### config.mk
export PLATFORM = sky130hd
export DESIGN_NAME = line_period_monitor_mc
export DESIGN_NICKNAME = d
export VERILOG_FILES = /design/src/rtl/line_period_monitor_mc_pkg.sv /design/src/rtl/line_period_ch.sv /design/src/rtl/line_period_monitor_mc.sv
export SDC_FILE = /design/constraint.sdc
export NUM_CORES = 1
export LEC_CHECK = 0
export ABC_AREA = 1
export CAP_MARGIN = 20
export CORE_UTILIZATION = 55
export DETAILED_ROUTE_END_ITERATION = 10
export MAX_ROUTING_LAYER = met4
export PLACE_DENSITY_LB_ADDON = 0.15
export SYNTH_ARGS = -nofsm -noshare
export SYNTH_HDL_FRONTEND = slang
export SYNTH_SLANG_ARGS = --single-unit
### constraint.sdc
create_clock -name CLOCK -period 3.1 [get_ports CLOCK]
set_input_delay 0.775 -clock CLOCK [delete_from_list [all_inputs] [get_ports CLOCK]]
set_output_delay 0.775 -clock CLOCK [all_outputs]
set_load 0.01 [all_outputs]
### src/rtl/line_period_monitor_mc_pkg.sv
// Shared types and default timing constants for the multi-channel line period monitor.
// Contents: per-channel FSM state type, 48 MHz default period window / timeout,
// and the accumulator width helper.
package line_period_monitor_mc_pkg;

  typedef enum logic {
    ST_IDLE    = 1'b0,
    ST_MEASURE = 1'b1
  } ch_state_e;

  localparam int unsigned DEF_N_CH       = 2;
  localparam int unsigned DEF_CNT_WIDTH  = 16;
  localparam int unsigned DEF_PERIOD_MIN = 1440;   // 30 us at 48 MHz
  localparam int unsigned DEF_PERIOD_MAX = 5760;   // 120 us at 48 MHz
  localparam int unsigned DEF_AVG_LOG2   = 2;
  localparam int unsigned DEF_TIMEOUT    = 11520;  // 2 * PERIOD_MAX

  // Accumulator must hold up to 2^avg_log2 full-scale samples.
  function automatic int unsigned acc_width(input int unsigned cnt_width,
                                            input int unsigned avg_log2);
    return cnt_width + avg_log2;
  endfunction

endpackage

### src/rtl/line_period_ch.sv
// Single camera channel: measures LINE_END-to-LINE_END period, validates it against
// a min/max window, optionally averages 2^AVG_LOG2 accepted lines, holds the result.
// Ports:
//   clk, rst_n          clock, synchronous active-low reset
//   frame_start         frame-start pulse (discards the partial line)
//   line_end            line-end pulse (sampling edge)
//   pixel_error         taints the current line
//   avg_en              1 = averaged output, 0 = last accepted period
//   err_clr             clears the sticky out_of_range flag
//   line_period         held period output
//   period_valid        channel tracking with a valid period
//   out_of_range        sticky rejected-sample flag
module line_period_ch
  import line_period_monitor_mc_pkg::*;
#(
  parameter int unsigned CNT_WIDTH  = DEF_CNT_WIDTH,
  parameter int unsigned PERIOD_MIN = DEF_PERIOD_MIN,
  parameter int unsigned PERIOD_MAX = DEF_PERIOD_MAX,
  parameter int unsigned AVG_LOG2   = DEF_AVG_LOG2,
  parameter int unsigned TIMEOUT    = DEF_TIMEOUT
) (
  input  logic                 clk,
  input  logic                 rst_n,
  input  logic                 frame_start,
  input  logic                 line_end,
  input  logic                 pixel_error,
  input  logic                 avg_en,
  input  logic                 err_clr,
  output logic [CNT_WIDTH-1:0] line_period,
  output logic                 period_valid,
  output logic                 out_of_range
);

  localparam int unsigned ACC_W = acc_width(CNT_WIDTH, AVG_LOG2);
  localparam int unsigned NUM_W = (AVG_LOG2 > 0) ? AVG_LOG2 : 1;

  localparam logic [NUM_W-1:0]     NUM_LAST = NUM_W'((1 << AVG_LOG2) - 1);
  localparam logic [CNT_WIDTH-1:0] P_MIN    = CNT_WIDTH'(PERIOD_MIN);
  localparam logic [CNT_WIDTH-1:0] P_MAX    = CNT_WIDTH'(PERIOD_MAX);
  localparam logic [CNT_WIDTH-1:0] P_TMO    = CNT_WIDTH'(TIMEOUT);
  localparam logic [CNT_WIDTH-1:0] CNT_ONE  = CNT_WIDTH'(1);
  localparam logic [CNT_WIDTH-1:0] CNT_SAT  = {CNT_WIDTH{1'b1}};

  ch_state_e            state_q,    state_d;
  logic [CNT_WIDTH-1:0] cnt_q,      cnt_d;
  logic                 taint_q,    taint_d;
  logic [ACC_W-1:0]     acc_q,      acc_d;
  logic [NUM_W-1:0]     num_q,      num_d;
  logic                 avg_prev_q, avg_prev_d;
  logic [CNT_WIDTH-1:0] period_q,   period_d;
  logic                 valid_q,    valid_d;
  logic                 oor_q,      oor_d;

  logic [ACC_W-1:0]     acc_base;
  logic [NUM_W-1:0]     num_base;
  logic [ACC_W-1:0]     sum;
  logic                 accept;
  logic                 oor_set;

  // Next-state: FSM, period counter, window check, averaging and output holds.
  always_comb begin
    state_d    = state_q;
    cnt_d      = cnt_q;
    taint_d    = taint_q;
    avg_prev_d = avg_en;
    period_d   = period_q;
    valid_d    = valid_q;
    accept     = 1'b0;
    oor_set    = 1'b0;

    // A mode change restarts averaging; the held output is untouched.
    acc_base = (avg_en != avg_prev_q) ? '0 : acc_q;
    num_base = (avg_en != avg_prev_q) ? '0 : num_q;
    acc_d    = acc_base;
    num_d    = num_base;
    sum      = acc_base + ACC_W'(cnt_q);

    case (state_q)
      ST_IDLE: begin
        cnt_d   = '0;
        taint_d = 1'b0;
        // First edge only arms the counter; FRAME_START alone keeps waiting.
        if (line_end) begin
          state_d = ST_MEASURE;
          cnt_d   = CNT_ONE;
        end
      end

      ST_MEASURE: begin
        if (frame_start) begin
          // Frame start wins over a coincident LINE_END: restart without sampling.
          cnt_d   = CNT_ONE;
          acc_d   = '0;
          num_d   = '0;
          taint_d = 1'b0;
        end else if (line_end) begin
          cnt_d   = CNT_ONE;
          taint_d = 1'b0;
          // A coincident pixel error still belongs to the line being closed.
          accept  = (cnt_q >= P_MIN) && (cnt_q <= P_MAX) && !taint_q && !pixel_error;
          if (!accept) begin
            oor_set = 1'b1;
          end else if (!avg_en) begin
            period_d = cnt_q;
            valid_d  = 1'b1;
          end else if (num_base == NUM_LAST) begin
            period_d = CNT_WIDTH'(sum >> AVG_LOG2);
            valid_d  = 1'b1;
            acc_d    = '0;
            num_d    = '0;
          end else begin
            acc_d = sum;
            num_d = num_base + NUM_W'(1);
          end
        end else if (cnt_q >= P_TMO) begin
          // Line lost: drop validity but keep the last period for the config TX.
          state_d = ST_IDLE;
          cnt_d   = '0;
          valid_d = 1'b0;
          acc_d   = '0;
          num_d   = '0;
          taint_d = 1'b0;
        end else begin
          if (cnt_q != CNT_SAT) begin
            cnt_d = cnt_q + CNT_ONE;
          end
          if (pixel_error) begin
            taint_d = 1'b1;
          end
        end
      end

      default: begin
        state_d = ST_IDLE;
      end
    endcase

    // Set has priority over a same-cycle clear.
    oor_d = oor_set | (oor_q & ~err_clr);
  end

  // State and output registers.
  always_ff @(posedge clk) begin
    if (!rst_n) begin
      state_q    <= ST_IDLE;
      cnt_q      <= '0;
      taint_q    <= 1'b0;
      acc_q      <= '0;
      num_q      <= '0;
      avg_prev_q <= 1'b0;
      period_q   <= '0;
      valid_q    <= 1'b0;
      oor_q      <= 1'b0;
    end else begin
      state_q    <= state_d;
      cnt_q      <= cnt_d;
      taint_q    <= taint_d;
      acc_q      <= acc_d;
      num_q      <= num_d;
      avg_prev_q <= avg_prev_d;
      period_q   <= period_d;
      valid_q    <= valid_d;
      oor_q      <= oor_d;
    end
  end

  assign line_period  = period_q;
  assign period_valid = valid_q;
  assign out_of_range = oor_q;

endmodule

### src/rtl/line_period_monitor_mc.sv
// Multi-channel line period monitor: N_CH independent line_period_ch instances.
// Ports:
//   CLOCK, RESET    system clock, synchronous active-low reset
//   FRAME_START     per-channel frame-start pulses
//   LINE_END        per-channel line-end pulses
//   PIXEL_ERROR     per-channel pixel error pulses
//   AVG_EN          shared averaging mode select
//   ERR_CLR         shared clear of all OUT_OF_RANGE bits
//   LINE_PERIOD     channel k at [k*CNT_WIDTH +: CNT_WIDTH]
//   PERIOD_VALID    per-channel valid
//   OUT_OF_RANGE    per-channel sticky rejection flag
module line_period_monitor_mc
  import line_period_monitor_mc_pkg::*;
#(
  parameter int unsigned N_CH       = DEF_N_CH,
  parameter int unsigned CNT_WIDTH  = DEF_CNT_WIDTH,
  parameter int unsigned PERIOD_MIN = DEF_PERIOD_MIN,
  parameter int unsigned PERIOD_MAX = DEF_PERIOD_MAX,
  parameter int unsigned AVG_LOG2   = DEF_AVG_LOG2,
  parameter int unsigned TIMEOUT    = DEF_TIMEOUT
) (
  input  logic                      CLOCK,
  input  logic                      RESET,
  input  logic [N_CH-1:0]           FRAME_START,
  input  logic [N_CH-1:0]           LINE_END,
  input  logic [N_CH-1:0]           PIXEL_ERROR,
  input  logic                      AVG_EN,
  input  logic                      ERR_CLR,
  output logic [N_CH*CNT_WIDTH-1:0] LINE_PERIOD,
  output logic [N_CH-1:0]           PERIOD_VALID,
  output logic [N_CH-1:0]           OUT_OF_RANGE
);

  // One channel per slice; only AVG_EN and ERR_CLR are shared.
  for (genvar k = 0; k < int'(N_CH); k++) begin : g_ch
    line_period_ch #(
      .CNT_WIDTH (CNT_WIDTH),
      .PERIOD_MIN(PERIOD_MIN),
      .PERIOD_MAX(PERIOD_MAX),
      .AVG_LOG2  (AVG_LOG2),
      .TIMEOUT   (TIMEOUT)
    ) u_ch (
      .clk         (CLOCK),
      .rst_n       (RESET),
      .frame_start (FRAME_START[k]),
      .line_end    (LINE_END[k]),
      .pixel_error (PIXEL_ERROR[k]),
      .avg_en      (AVG_EN),
      .err_clr     (ERR_CLR),
      .line_period (LINE_PERIOD[k*CNT_WIDTH +: CNT_WIDTH]),
      .period_valid(PERIOD_VALID[k]),
      .out_of_range(OUT_OF_RANGE[k])
    );
  end

endmodule

==> results.md <==
## Outcome
• outcome: finished, final reports clean

## STA
• post-layout min period: 2980 ps
• hold violation total from the final report: 0
• count of pins over their slew limit: 0
• final worst hold slack: 478 ps
• worst slew margin relative to its limit: 0.521
• number of failing setup endpoints in the final timing report: 0
• transition time at the pin with the least slew margin: 710 ps
• final worst-path cycle share: 0.962
• post-route clock skew: 9.89 ps
• maximum frequency from static timing analysis: 335 MHz

## Global routing
• maximum number of pins on one net before global-route repair: 48
• first-pass GRT wire length: 40.3 mm
• number of antenna violations at the first check in global routing: 0
• sum of overflow across all layers after global routing: 0
• combined global-route utilization of all metal layers: 0.378
• number of global-route vias before repair: 8241

## Route
• uppermost layer routed: met4
• vias after detailed routing: 8713
• Routed WL per cell: 16.6 um
• Iteration-0 DRC Markers: 705
• wire length on met2: 12.5 mm
• Vias per Instance: 5.65
• routed length on met3: 1.54 mm
• Initial DRT Pass Iterations: 6
• Total Wirelength: 25.6 mm
• residual DRC count: 0
• count of nets left with antenna violations after detail routing: 0
• Routed met1 length: 9.73 mm

## Synthesis
• asr flop ratio synth: 0
• post-synth cell types: 50
• cell taking the most area after synthesis: dfxtp_1
• complex-gate fraction of the synthesized area: 0.205
• sequential element share of the synthesized area: 0.302
• xor and xnor fraction of the mapped netlist area: 0.0164
• simple-gate share of the synthesized area: 0.327
• post-synthesis instance total: 1185
• cells taking the most area after synthesis: dfxtp_1, nand2_1, a21oi_1, inv_1, ha_1
• number of warnings printed during yosys synthesis: 0
• fraction of post-synthesis cell area in the top cell type by area: 0.302
• top flip-flop cell by instance count after synthesis: dfxtp_1
• synthesis-stage register bit count: 113
• post-synthesis cell area: 0.00749 mm^2
• share of synthesized area spent on multiplexers: 0
• adder-cell share of the synthesized area: 0.0568
• combinational family with the most area after synthesis: simple AND/OR/NAND/NOR gates
• EDFF count, synth: 0
• Post-Syn Area per Cell: 6.32 um^2

## Worst setup path
• signal arrival time at the worst endpoint: 3330 ps
• Worst EP required: 3440 ps
• kind of cell adding the most delay to the critical path: simple AND/OR/NAND/NOR gates
• highest-delay cell along the critical path: ha_1
• crit path capture type: register
• crit-path max FO: 8
• highest cell delay on the worst timing path: 330 ps
• CP Class: primary input to register
• dominant cell type by count on the critical path: nand2_1
• CP Buf/Inv Count: 5
• CP startpoint kind: primary input
• sequence of cells on the critical path: clkdlybuf4s15_1, nand2_1, nand2_4, clkinvlp_4, buf_4, nor2_1, ha_1, inv_1, o21ai_2, inv_2, o21ai_1, o21bai_2, nand2_1, nand2_1, nand2_1, nand3_1, a21oi_1

## Job
• max-cap violations: 0

## Cells and area
• diodes inserted: 0
• core occupancy in the finished layout: 0.737
• number of nets in the final layout: 1397
• layout cells sized above 1: 0.159
• area growth from synthesis to layout: 30.2%
• Layout fillers: 1126

## Clock tree
• total CTS buffers: 17
• Worst-Skew Late Latency: 420 ps
• Clock transition at path regs: 60 ps
• level count of the clock H-tree: 4
• clock root buffer: clkbuf_16
• hold bufs inserted after CTS: 0
• maximum root-to-sink buffer count: 2
• TritonCTS clock tree: built
• TritonCTS Sinks: 113

## Die
• Initial Util: 0.566
• number of top-level pins: 46
• x dimension of the die: 119 um
• Die Outline Area: 0.0141 mm^2
• Die Y-Extent: 119 um
• CORE AREA: 0.0132 mm^2
• total number of placement rows: 42

## Placed design
• Final Wtd Congestion: 0.980
• count of buffers inserted at the top-level ports: 45
• HPWL reported at the end of detailed placement: 18.6 mm

## Power and ir drop
• Static Leak: 4.35 nW
• overall power of the completed layout: 3.77 mW
• worst voltage drop across the vdd grid: 340 uV
• power density over cell area: 387 mW/mm^2

## Min path
• worst min-delay path class: register to register

cell families after synthesis:
logic type / count (synthesis)
AO/OA/AOI/OAI: 284
XOR/XNOR: 14
adder cells (fa/ha/maj): 34
flip-flops: 113
other: 1
buffers and inverters: 177
AND/OR/NAND/NOR: 562
stage by stage:
step	setup slack [ps]	setup TNS (ps)	std cells	instance area (um^2)
6_report	117	0	1542	9750
5_1_grt	-17.1	-17.1	1542	9750
4_1_cts	145	0	1542	9720
3_5_place_dp	-513	-22580	1509	9060
3_3_place_gp	-464	-18960	1509	9060
2_1_floorplan	4.39	0	1188	7510
worst register-to-register path, cell delays in order, from the launching register on:
cell,delay (ps)
dfxtp_1,400
nand2_1,130
nand2_4,120
clkinvlp_4,190
buf_4,200
nor2_1,190
ha_1,330
inv_1,90
o21ai_2,60
inv_2,60
o21ai_1,90
o21bai_2,220
nand2_1,100
nand2_1,60
nand2_1,90
nand3_1,180
a21oi_1,190
per-layer routing:
layer / GRT usage / vias up
li1: - / 4275
met4: 0.270 / 0
met1: 0.398 / 3960
met3: 0.0579 / 109
met5: - / -
met2: 0.647 / 369
cell usage in the layout, fill, tap and decap left out, drive strengths merged, types with 3 or more instances in the layout:
| cell | instances |
|---|---|
| nand3 | 76 |
| buf | 138 |
| clkinv | 6 |
| nand4 | 9 |
| nor2 | 96 |
| bufinv | 3 |
| a21oi | 157 |
| or2 | 4 |
| clkinvlp | 3 |
| o21ai | 90 |
| conb | 4 |
| o21a | 5 |
| xor2 | 10 |
| dfxtp | 113 |
| inv | 141 |
| nand3b | 11 |
| nor4 | 8 |
| o22ai | 5 |
| a31oi | 7 |
| clkdlybuf4s50 | 44 |
| nor3 | 25 |
| o211ai | 6 |
| clkbuf | 18 |
| nand2 | 332 |
| ha | 34 |
| xnor2 | 4 |
path summary, 6_finish.rpt:
check	slack (ps)	startpoint	end	depth (start not counted)
max	120	AVG_EN	g_ch[0].u_ch.line_period[11]	17
min	480	g_ch[1].u_ch.line_period[1]	g_ch[1].u_ch.line_period[1]	2
max reg2reg	320	g_ch[0].u_ch.avg_prev_q	g_ch[0].u_ch.line_period[11]	16
min reg2reg	480	g_ch[1].u_ch.line_period[1]	g_ch[1].u_ch.line_period[1]	2
power breakdown:
part           leakage (nW)  switching (mW)  internal [mW]
combinational          3.14           0.169         0.0784
clock                 0.298           0.758           1.29
sequential            0.913          0.0117           1.46
total                  4.35           0.938           2.84
cells in the mapped netlist, types with 3 or more instances:
cell and instances:
nor4_1 8, buf_2 7, o211ai_1 5, nand4_1 9, o21ai_1 8, buf_4 4
xnor2_1 4, nand3b_1 10, o21ai_0 80, inv_1 131, nand2_4 3, nor2_1 92
buf_1 3, nand2_1 322, a21oi_1 156, clkbuf_1 23, nand2_2 7, inv_2 7
nor3_1 24, nand3_1 71, or2_1 4, o21a_1 5, xor2_1 10, o22ai_1 5
dfxtp_1 113, ha_1 34, nor2_4 3, a31oi_1 7, nand3_2 3
registers in the layout, summed over array words and instances, names as in the netlist:
signal,cells
g_ch.u_ch.line_period,32
g_ch.u_ch.avg_prev_q,1
g_ch.u_ch.taint_q,2
g_ch.u_ch.period_valid,2
g_ch.u_ch.acc_q,36
g_ch.u_ch.out_of_range,2
g_ch.u_ch.cnt_q,32
g_ch.u_ch.num_q,4
g_ch.u_ch.state_q,2
repair_timing:
item                                    in CTS  in global routing
pin swaps                                    1                  2
gates resized for setup                      4                  8
setup buffers                                0                  0
gates cloned                                 1                  0
endpoints found under the setup margin      16                 11
area by class of cell:
cell class              count  area (um^2)  area share
clock buffers              18          439      0.0450
well taps                 176          220      0.0226
multi-input cells         898         4590       0.470
clock inverters            14          176      0.0181
inverters                 139          526      0.0539
repair buffers            184         1540       0.158
flip-flops and latches    113         2260       0.232
Power figures use the tool's default switching activity.
